## config.mk

```make
export PLATFORM = sky130hd
export DESIGN_NAME = mmu_arbiter_wrr
export DESIGN_NICKNAME = d
export VERILOG_FILES = /design/src/rtl/mmu_arbiter_wrr.sv
export SDC_FILE = /design/constraint.sdc
export NUM_CORES = 1
export LEC_CHECK = 0
export ABC_AREA = 1
export CAP_MARGIN = 20
export CORE_AREA = 2 2 267 269
export CTS_CLUSTER_DIAMETER = 40
export DETAILED_ROUTE_END_ITERATION = 6
export DIE_AREA = 0 0 269 271
export DONT_BUFFER_PORTS = 1
export GPL_TIMING_DRIVEN = 1
export PLACE_DENSITY_LB_ADDON = 0.25
export SYNTH_ARGS = -nofsm -noshare
export SYNTH_HDL_FRONTEND = slang
export SYNTH_SLANG_ARGS = --single-unit
```

## constraint.sdc

```tcl
create_clock -name aclk -period 5.2 [get_ports aclk]
set_input_delay 0.52 -clock aclk [delete_from_list [all_inputs] [get_ports aclk]]
set_output_delay 0.52 -clock aclk [all_outputs]
set_load 0.005 [all_outputs]
```

## src/rtl/mmu_arbiter_wrr.sv

```systemverilog
// Weighted round-robin DMA request arbiter: merges N_CH region request streams
// onto one DMA port, caps per-channel outstanding work, emits ordering-mux records.

module mmu_arbiter_wrr_ch #(
  parameter int WGT_BITS  = 4,
  parameter int MAX_OUTST = 16,
  parameter int CNT_BITS  = 5
) (
  input  logic                aclk,
  input  logic                areset,
  input  logic                req_valid,
  input  logic [WGT_BITS-1:0] weight,
  input  logic                done,
  input  logic                grant,
  input  logic                reload,
  output logic                elig,
  output logic                want_reload,
  output logic                last_credit,
  output logic [CNT_BITS-1:0] cnt,
  output logic                err
);
  logic [WGT_BITS-1:0] credit_q, credit_d;
  logic [CNT_BITS-1:0] cnt_q, cnt_d;
  logic                err_q, err_d;
  logic                avail;

  // avail: everything except credit allows a grant
  assign avail       = req_valid && (weight != '0) && (cnt_q < CNT_BITS'(MAX_OUTST));
  assign elig        = avail && (credit_q != '0);
  assign want_reload = avail && (credit_q == '0);
  assign last_credit = (credit_q == WGT_BITS'(1));
  assign cnt         = cnt_q;
  assign err         = err_q;

  always_comb begin
    credit_d = credit_q;
    cnt_d    = cnt_q;
    err_d    = err_q;
    if (reload)     credit_d = weight;
    else if (grant) credit_d = credit_q - 1'b1;
    if (grant && !done) begin
      cnt_d = cnt_q + 1'b1;
    end else if (done && !grant) begin
      if (cnt_q == '0) err_d = 1'b1;
      else             cnt_d = cnt_q - 1'b1;
    end
  end

  always_ff @(posedge aclk or posedge areset) begin
    if (areset) begin
      credit_q <= '0;
      cnt_q    <= '0;
      err_q    <= 1'b0;
    end else begin
      credit_q <= credit_d;
      cnt_q    <= cnt_d;
      err_q    <= err_d;
    end
  end
endmodule

module mmu_arbiter_wrr #(
  parameter int N_CH      = 4,
  parameter int REQ_BITS  = 96,
  parameter int LEN_BITS  = 28,
  parameter int WGT_BITS  = 4,
  parameter int MAX_OUTST = 16,
  parameter int ID_BITS   = $clog2(N_CH),
  parameter int CNT_BITS  = $clog2(MAX_OUTST+1)
) (
  input  logic                     aclk,
  input  logic                     areset,
  input  logic [N_CH-1:0]          s_req_valid,
  output logic [N_CH-1:0]          s_req_ready,
  input  logic [N_CH*REQ_BITS-1:0] s_req_data,
  input  logic [N_CH*LEN_BITS-1:0] s_req_len,
  input  logic [N_CH*WGT_BITS-1:0] weight,
  input  logic [N_CH-1:0]          xfer_done,
  output logic                     m_req_valid,
  input  logic                     m_req_ready,
  output logic [REQ_BITS-1:0]      m_req_data,
  output logic                     m_mux_valid,
  input  logic                     m_mux_ready,
  output logic [ID_BITS-1:0]       m_mux_id,
  output logic [LEN_BITS-1:0]      m_mux_len,
  output logic [N_CH*CNT_BITS-1:0] outst_cnt,
  output logic [N_CH-1:0]          err_underflow,
  output logic                     busy
);
  typedef enum logic {ARB, ISSUE} state_e;

  state_e              state_q, state_d;
  logic [ID_BITS-1:0]  rr_q, rr_d;
  logic                req_pend_q, req_pend_d;
  logic                mux_pend_q, mux_pend_d;
  logic [REQ_BITS-1:0] data_q, data_d;
  logic [ID_BITS-1:0]  id_q, id_d;
  logic [LEN_BITS-1:0] len_q, len_d;

  logic [N_CH-1:0]     elig, want_reload, last_credit, gnt_vec;
  logic                gnt_found, reload;
  logic [ID_BITS-1:0]  gnt_idx, gnt_nxt;

  genvar gi;
  generate
    for (gi = 0; gi < N_CH; gi++) begin : g_ch
      mmu_arbiter_wrr_ch #(
        .WGT_BITS (WGT_BITS),
        .MAX_OUTST(MAX_OUTST),
        .CNT_BITS (CNT_BITS)
      ) u_ch (
        .aclk       (aclk),
        .areset     (areset),
        .req_valid  (s_req_valid[gi]),
        .weight     (weight[gi*WGT_BITS +: WGT_BITS]),
        .done       (xfer_done[gi]),
        .grant      (gnt_vec[gi]),
        .reload     (reload),
        .elig       (elig[gi]),
        .want_reload(want_reload[gi]),
        .last_credit(last_credit[gi]),
        .cnt        (outst_cnt[gi*CNT_BITS +: CNT_BITS]),
        .err        (err_underflow[gi])
      );
    end
  endgenerate

  // First eligible channel scanning upward from the rr pointer, with wrap
  always_comb begin
    gnt_found = 1'b0;
    gnt_idx   = '0;
    for (int k = 0; k < N_CH; k++) begin
      int idx;
      idx = int'(rr_q) + k;
      if (idx >= N_CH) idx = idx - N_CH;
      if (!gnt_found && elig[idx]) begin
        gnt_found = 1'b1;
        gnt_idx   = ID_BITS'(idx);
      end
    end
  end

  always_comb begin
    for (int i = 0; i < N_CH; i++)
      gnt_vec[i] = (state_q == ARB) && gnt_found && (gnt_idx == ID_BITS'(i));
  end

  // New round only when credit is the sole thing blocking every channel
  assign reload      = (state_q == ARB) && !gnt_found && (|want_reload);
  assign gnt_nxt     = (gnt_idx == ID_BITS'(N_CH-1)) ? '0 : gnt_idx + 1'b1;
  assign s_req_ready = gnt_vec;

  always_comb begin
    state_d    = state_q;
    rr_d       = rr_q;
    req_pend_d = req_pend_q;
    mux_pend_d = mux_pend_q;
    data_d     = data_q;
    id_d       = id_q;
    len_d      = len_q;
    case (state_q)
      ARB: begin
        if (gnt_found) begin
          state_d    = ISSUE;
          req_pend_d = 1'b1;
          mux_pend_d = 1'b1;
          data_d     = s_req_data[int'(gnt_idx)*REQ_BITS +: REQ_BITS];
          len_d      = s_req_len[int'(gnt_idx)*LEN_BITS +: LEN_BITS];
          id_d       = gnt_idx;
          // pointer parks on a channel until its credit for this round is spent
          if (last_credit[gnt_idx]) rr_d = gnt_nxt;
        end
      end
      ISSUE: begin
        if (m_req_ready) req_pend_d = 1'b0;
        if (m_mux_ready) mux_pend_d = 1'b0;
        if (!req_pend_d && !mux_pend_d) state_d = ARB;
      end
      default: state_d = ARB;
    endcase
  end

  always_ff @(posedge aclk or posedge areset) begin
    if (areset) begin
      state_q    <= ARB;
      rr_q       <= '0;
      req_pend_q <= 1'b0;
      mux_pend_q <= 1'b0;
      data_q     <= '0;
      id_q       <= '0;
      len_q      <= '0;
    end else begin
      state_q    <= state_d;
      rr_q       <= rr_d;
      req_pend_q <= req_pend_d;
      mux_pend_q <= mux_pend_d;
      data_q     <= data_d;
      id_q       <= id_d;
      len_q      <= len_d;
    end
  end

  assign m_req_valid = req_pend_q;
  assign m_mux_valid = mux_pend_q;
  assign m_req_data  = data_q;
  assign m_mux_id    = id_q;
  assign m_mux_len   = len_q;
  assign busy        = (state_q != ARB) || (|outst_cnt);
endmodule

```

==> results of run 1 <==
per-layer routing:
layer,up-vias,share of wire
met5,-,0.00043
met4,4,0.022
met3,53,0.091
met2,539,0.49
met1,5932,0.39
li1,5836,-
flip-flops by register name (all words and copies together) (netlist names):
register and cells:
g_ch.u_ch.credit_q 16, m_req_data 96, m_req_valid 1, m_mux_id 2, state_q 1, m_mux_len 28, rr_q 2, g_ch.u_ch.cnt 20
g_ch.u_ch.err 4, m_mux_valid 1
path summary, 6_finish.rpt:
path,cells after the start,slack [ns],end,from
max,25,1.15,g_ch[0].u_ch.cnt[4],g_ch[2].u_ch.credit_q[0]
min,2,0.20,g_ch[1].u_ch.credit_q[1],weight[5]
min reg2reg,2,0.52,m_mux_id[0],m_mux_id[0]
max reg2reg,25,1.15,g_ch[0].u_ch.cnt[4],g_ch[2].u_ch.credit_q[0]
max in group asynchronous,3,3.55,m_req_data[3],areset
min in group asynchronous,2,0.63,g_ch[0].u_ch.err,areset
critical path, cell delays in order, from the launching register on:
cell and delay [ns]:
dfrtp_1 0.41, inv_1 0.10, ha_1 0.20, nand3_1 0.11
nand3_1 0.12, nand2_1 0.09, nand2_1 0.07, nand2_1 0.07
nand2_2 0.11, nand2_2 0.07, nor2_4 0.11, nand2_1 0.10
nand2_4 0.12, inv_4 0.12, ha_1 0.21, nand2_1 0.24
inv_1 0.16, ha_1 0.24, inv_1 0.19, ha_1 0.32
nand2_1 0.09, nand2_1 0.06, a21oi_1 0.18, o21ai_0 0.11
a21oi_1 0.21, xor2_1 0.17
cell type report:
cell class | instances | share of cell area
diodes | 8 | 0.00139
clock buffers | 19 | 0.0308
clock inverters | 11 | 0.00626
inverters | 251 | 0.0662
multi-input cells | 1323 | 0.503
flip-flops and latches | 171 | 0.297
well taps | 940 | 0.0817
repair buffers | 20 | 0.0132
power groups by stage:
| stage | combinational [mW] | sequential [mW] | clock (mW) |
|---|---|---|---|
| 3_3_place_gp | 9.58 | 2.91 | 0 |
| 2_1_floorplan | 7.82 | 2.55 | 0 |
| 6_report | 9.59 | 2.86 | 1.25 |
| 3_5_place_dp | 9.71 | 2.90 | 0 |
| 4_1_cts | 9.74 | 2.89 | 1.32 |
| 5_1_grt | 10.9 | 2.96 | 1.37 |
cells in the mapped netlist (14+ instances only):
library cell | n | share of area
buf_2 | 45 | 0.017
o211ai_1 | 91 | 0.052
nand3_1 | 230 | 0.087
or2_2 | 21 | 0.010
o21ai_0 | 14 | 0.0053
a21oi_1 | 14 | 0.0053
nor2_1 | 41 | 0.012
nand3b_1 | 134 | 0.076
nand2_1 | 597 | 0.17
ha_1 | 32 | 0.030
dfrtp_1 | 171 | 0.32
clkbuf_1 | 24 | 0.0068
buf_6 | 21 | 0.018
or2_1 | 36 | 0.017
o211ai_2 | 32 | 0.030
buf_4 | 17 | 0.0097
buf_1 | 21 | 0.0060
inv_1 | 243 | 0.069
metrics by stage:
| stage | setup WS (ns) | hold WS [ns] | cell area (µm²) | power [mW] | cells |
|---|---|---|---|---|---|
| after detailed placement | 1.12 | 0.509 | 13800 | 12.6 | 2704 |
| after global placement | 1.17 | 0.504 | 13800 | 12.5 | 2704 |
| final | 1.15 | 0.200 | 14400 | 13.7 | 2743 |
| after global routing | 0.674 | 0.173 | 14400 | 15.2 | 2742 |
| after CTS | 1.09 | 0.141 | 14400 | 14.0 | 2735 |
| after floorplan | 0.0482 | 0.429 | 13200 | 10.4 | 1873 |
cell usage in the layout, fill, tap and decap left out, drive strengths merged, types with 2 or more instances in the layout:
master / Yosys / routed
nand3b: 134 / 134
clkinv: 0 / 2
fa: 4 / 4
o22ai: 7 / 7
o21bai: 3 / 3
clkinvlp: 0 / 5
nand3: 233 / 233
xor2: 12 / 12
buf: 104 / 19
nand4: 11 / 11
diode: 0 / 8
dfrtp: 171 / 171
a21oi: 14 / 14
clkbuf: 24 / 19
nor3: 2 / 2
nor2: 46 / 46
nand2: 609 / 609
o21ai: 14 / 14
inv: 251 / 255
or2: 57 / 57
xnor2: 11 / 11
mux2: 2 / 2
o211ai: 123 / 123
ha: 32 / 32
nor4: 4 / 4
kinds of logic (layout without fill, tap and decap cells):
family          count (synthesis)  after routing
buf+inv                       379            301
simple gates                 1097           1097
compound gates                165            165
xor+xnor                       23             23
other cells                     0              8
flops                         171            171
fa+ha+maj                      36             36
mux                             2              2
==> impl_metrics.tcl, run 1 <==
set metrics [dict create \
    grtUsageMet3 0.0505 \
    p_int_mw 5.70 \
    synth_compound_area_frac 0.100 \
    rsz0062_at_grt "no" \
    crit_path_max_fanout 20 \
    maxSlewViolCount 0 \
    hold_buffers 1 \
    die_w_um 269 \
    syn_area_mm2 0.0132 \
    gr-total-overflow 0 \
    cp.arrival_ns 4.44 \
    syn-mean-instance-area_um2 7.05 \
    cts_sinks 171 \
    nNetsFinal 2344 \
    fillCellCount 7948 \
    io_pins 681 \
    clockPowerShare 0.091 \
    status "completed" \
    hold_viol_final 0 \
    synth_top_family_by_area "simple AND/OR/NAND/NOR gates" \
    ys_ff_latch 171 \
    wl_per_cell_um 19.4 \
    grt_max_degree 136 \
    drcViolationCount 0 \
    grt_util_met2 0.232 \
    synth_xor_area_frac 0.0158 \
    start_kind "flip-flop" \
    area_delta_synth_final_pct 9.01 \
    clockBufferDepth 2 \
    cts_setup_buffers 0 \
    clk_latency_ns 0.47 \
    coreArea_mm2 0.0698 \
    yosysWarningCount 0 \
    critPathKind "flip-flop to flip-flop" \
    setup_violations 0 \
    drtIter0Drc 882 \
    h-tree-depth 4 \
    start_util 0.189 \
    rows 97 \
    grt.total_usage 0.139 \
    ant_nets 0 \
    post_cts_resized 0 \
    cp-end-kind "flip-flop" \
    tightestPinTransition_ns 1.09 \
    drt-pass1-iter-count 5 \
    crit_required_ns 5.59 \
    globalRoute.busiestLayer "met2" \
    fin_crit_sh 0.779 \
    gp_congestion 0.929 \
    hold_path.class "primary input to flip-flop" \
    cts-root-buf "clkbuf_16" \
    synth_simple_gate_area_frac 0.393 \
    seqPwrFrac 0.209 \
    portBuffers 0 \
    fmax_mhz 247 \
    drive_gt1_frac 0.0752 \
    p_leak_nw 7.01 \
    ff_latch_area_mm2 0.00428 \
    synth-edff-count 0 \
    cts_made_buffers 17 \
    slew_headroom 0.272 \
    max_cap_viol_count 0 \
    synth.net_count 2433 \
    grt_pass1_vias 11500 \
    synthArstFlopShare 1.00 \
    final_util 0.206 \
    antenna_found_initial 12 \
    synthAdderAreaFrac 0.0364 \
    die_y_um 271 \
    vdd_ir_drop_max_v 0.000642 \
    cts_tree "done" \
    p_sw_mw 8.00 \
    syn_inst 1873 \
    multi_input_area_mm2 0.00724 \
    fin_setup_tns_ns 0 \
    grt_pass1_wl_mm 75.5 \
    drt-total-wl_mm 53.3 \
    dp_hpwl_mm 40.6 \
    synth.area.mux_share 0.00171 \
    routed_via_density 4.51 \
    synth_cell_types 40 \
    clk_pin_slew_worst_paths_ns 0.08 \
    power.share.switching 0.584 \
    die_area_mm2 0.0729 \
    combPwrFrac 0.700 \
    synth-main-ff-cell "dfrtp_1" \
    powerDensity_mw_per_mm2 952 \
    final.setup_skew_ns 0.0142 \
    use_met1 0.161 \
    vias 12400 \
    yosysSeqAreaShare 0.324 \
    period_needed_ns 4.05 \
]
No activity file was read; power rests on OpenSTA's default activity.
==> run 2: changes to the inputs <==
clock period = 4 ns   (was 5.2 ns; I/O delays follow)
==> run 2 against run 1 <==
Net effect: non-clock buffer count increased by 10; critical path depth down 1; cell area rose by 0.97%; via count shrank 0.54%; power up 31%; die area is the same; first-iteration DRC count shrank 3.5%; worst hold slack lost 0.12 ns; sequential share of layout area shrank 0.28 points; routed wire length fell by 3.2%.
==> impl_metrics.tcl, run 2 (synthesized netlist as in run 1, its figures left out) <==
set metrics [dict create \
    die_area_mm2 0.0729 \
    p_leak_nw 7.09 \
    area_delta_synth_final_pct 10.1 \
    h-tree-depth 4 \
    crit_start "g_ch[0].u_ch.credit_q[0]" \
    grt_pass1_vias 11600 \
    start_kind "flip-flop" \
    wl_per_cell_um 18.8 \
    crit_path_max_fanout 7 \
    gp_congestion 0.934 \
    maxSlewViolCount 0 \
    fin_crit_sh 0.925 \
    cts_tree "done" \
    cts-root-buf "clkbuf_16" \
    rows 97 \
    grt_max_degree 164 \
    drive_gt1_frac 0.0841 \
    dp_hpwl_mm 39.8 \
    fillCellCount 7873 \
    gr-total-overflow 0 \
    grt_pass1_wl_mm 74.4 \
    drt-total-wl_mm 51.6 \
    max_cap_viol_count 0 \
    portBuffers 0 \
    ant_nets 0 \
    antenna_found_initial 6 \
    routed_via_density 4.47 \
    start_util 0.189 \
    combPwrFrac 0.698 \
    slew_headroom 0.364 \
    drt-pass1-iter-count 7 \
    final_cell_mix "596 x nand2_1, 238 x inv_1, 230 x nand3_1, 171 x dfrtp_1, 134 x nand3b_1" \
    cts_sinks 171 \
    final.setup_skew_ns 0.0134 \
    cts_made_buffers 17 \
    cp-end-kind "flip-flop" \
    power.share.switching 0.575 \
    clk_latency_ns 0.47 \
    die_y_um 271 \
    clockPowerShare 0.095 \
    io_pins 681 \
    vdd_ir_drop_max_v 0.00118 \
    fmax_mhz 270 \
    status "completed" \
    seqPwrFrac 0.207 \
    min_from "weight[15]" \
    clockBufferDepth 2 \
    largest_reg_flops 96 \
    powerDensity_mw_per_mm2 1240 \
    drcViolationCount 0 \
    crit_required_ns 4.40 \
    die_w_um 269 \
    final_util 0.208 \
    coreArea_mm2 0.0698 \
    p_int_mw 7.63 \
    period_needed_ns 3.70 \
    grt.total_usage 0.135 \
    drtIter0Drc 851 \
    hold_path.class "primary input to flip-flop" \
    setup_violations 0 \
    reg2regPathDepth 24 \
    p_sw_mw 10.3 \
    tightestPinTransition_ns 0.954 \
    nNetsFinal 2354 \
    hold_viol_final 0 \
    cp.arrival_ns 4.10 \
    fin_area_mm2 0.0145 \
    reg2reg_from "g_ch[0].u_ch.credit_q[0]" \
    vias 12300 \
    dpl_cell_area_mm2 0.0139 \
    final_common_cell "nand2_1" \
    hold_path_depth 2 \
    critPathKind "flip-flop to flip-flop" \
    clk_pin_slew_worst_paths_ns 0.08 \
]
[run 2: cell count changes in the layout (fill, tap and decap cells not counted), moves of 3 or more]
| cell | before | now |
|---|---|---|
| inv_1 | 241 | 238 |
| buf_4 | 16 | 24 |
| clkinvlp_4 | 5 | 2 |
| clkinv_2 | 0 | 3 |
[run 2: final cells by class]
cell class                 count  area (µm²)  share of cell area
multi-input combinational   1323        7250               0.499
tap                          940        1180              0.0809
inverter                     251         950              0.0654
clock inverter                13         131             0.00904
antenna                        6        15.0             0.00103
timing repair buffer          30         290              0.0200
sequential                   171        4280               0.294
clock buffer                  19         443              0.0305
[run 2: critical path, cell delays in order (launching register included)]
cell	delay [ns]
dfrtp_1	0.39
inv_1	0.10
ha_1	0.21
nand3_1	0.19
nand3_1	0.15
nand2_1	0.07
nand3_1	0.11
nand2_2	0.09
nand2_2	0.08
nand2_1	0.06
nand2_1	0.12
nand3_4	0.14
inv_2	0.11
ha_1	0.18
nand2_2	0.12
inv_2	0.14
ha_1	0.20
inv_1	0.11
fa_1	0.41
nand2_1	0.08
nand2_1	0.05
a21oi_1	0.18
a21oi_1	0.10
o21ai_0	0.10
xnor2_1	0.14
[run 2: power groups by stage]
stage	registers (mW)	logic (mW)	clock network (mW)
after floorplan	3.32	10.2	0
after global placement	3.78	12.5	0
after detailed placement	3.77	12.7	0
after CTS	3.75	12.7	1.81
after global routing	3.86	14.3	1.88
final	3.72	12.5	1.70
[run 2: timing repair]
item	CTS	global route
hold endpoints to repair	29	0
setup buffers	0	1
endpoints found under the setup margin	0	4
hold buffers	1	0
gates resized for setup	0	5
[run 2: per-layer routing]
metal	global-route usage	share of wire
met5	0	0
met4	0.0551	0.021
met3	0.0489	0.092
met2	0.231	0.50
met1	0.152	0.38
[run 2: path summary, 6_finish.rpt]
| check | slack [ns] | to |
|---|---|---|
| worst min-delay path | 0.08 | g_ch[3].u_ch.credit_q[3] |
| worst max-delay path | 0.30 | g_ch[1].u_ch.cnt[4] |
| worst min register to register | 0.52 | m_mux_id[0] |
| min in group asynchronous | 0.56 | g_ch[0].u_ch.err |
| max in group asynchronous | 2.47 | m_req_data[53] |
| worst max register to register | 0.30 | g_ch[1].u_ch.cnt[4] |
[run 2: stage by stage]
step / instances / hold WS (ns) / TNS (ns) / power [mW] / setup WS [ns]
floorplan: 1873 / 0.429 / 0 / 13.5 / 0.368
global placement: 2713 / 0.490 / 0 / 16.3 / 0.221
detailed placement: 2713 / 0.485 / 0 / 16.4 / 0.181
CTS: 2746 / 0.0162 / 0 / 18.3 / 0.150
global route: 2752 / 0.0451 / -0.00780 / 20.0 / -0.00780
finish: 2753 / 0.0760 / 0 / 18.0 / 0.300
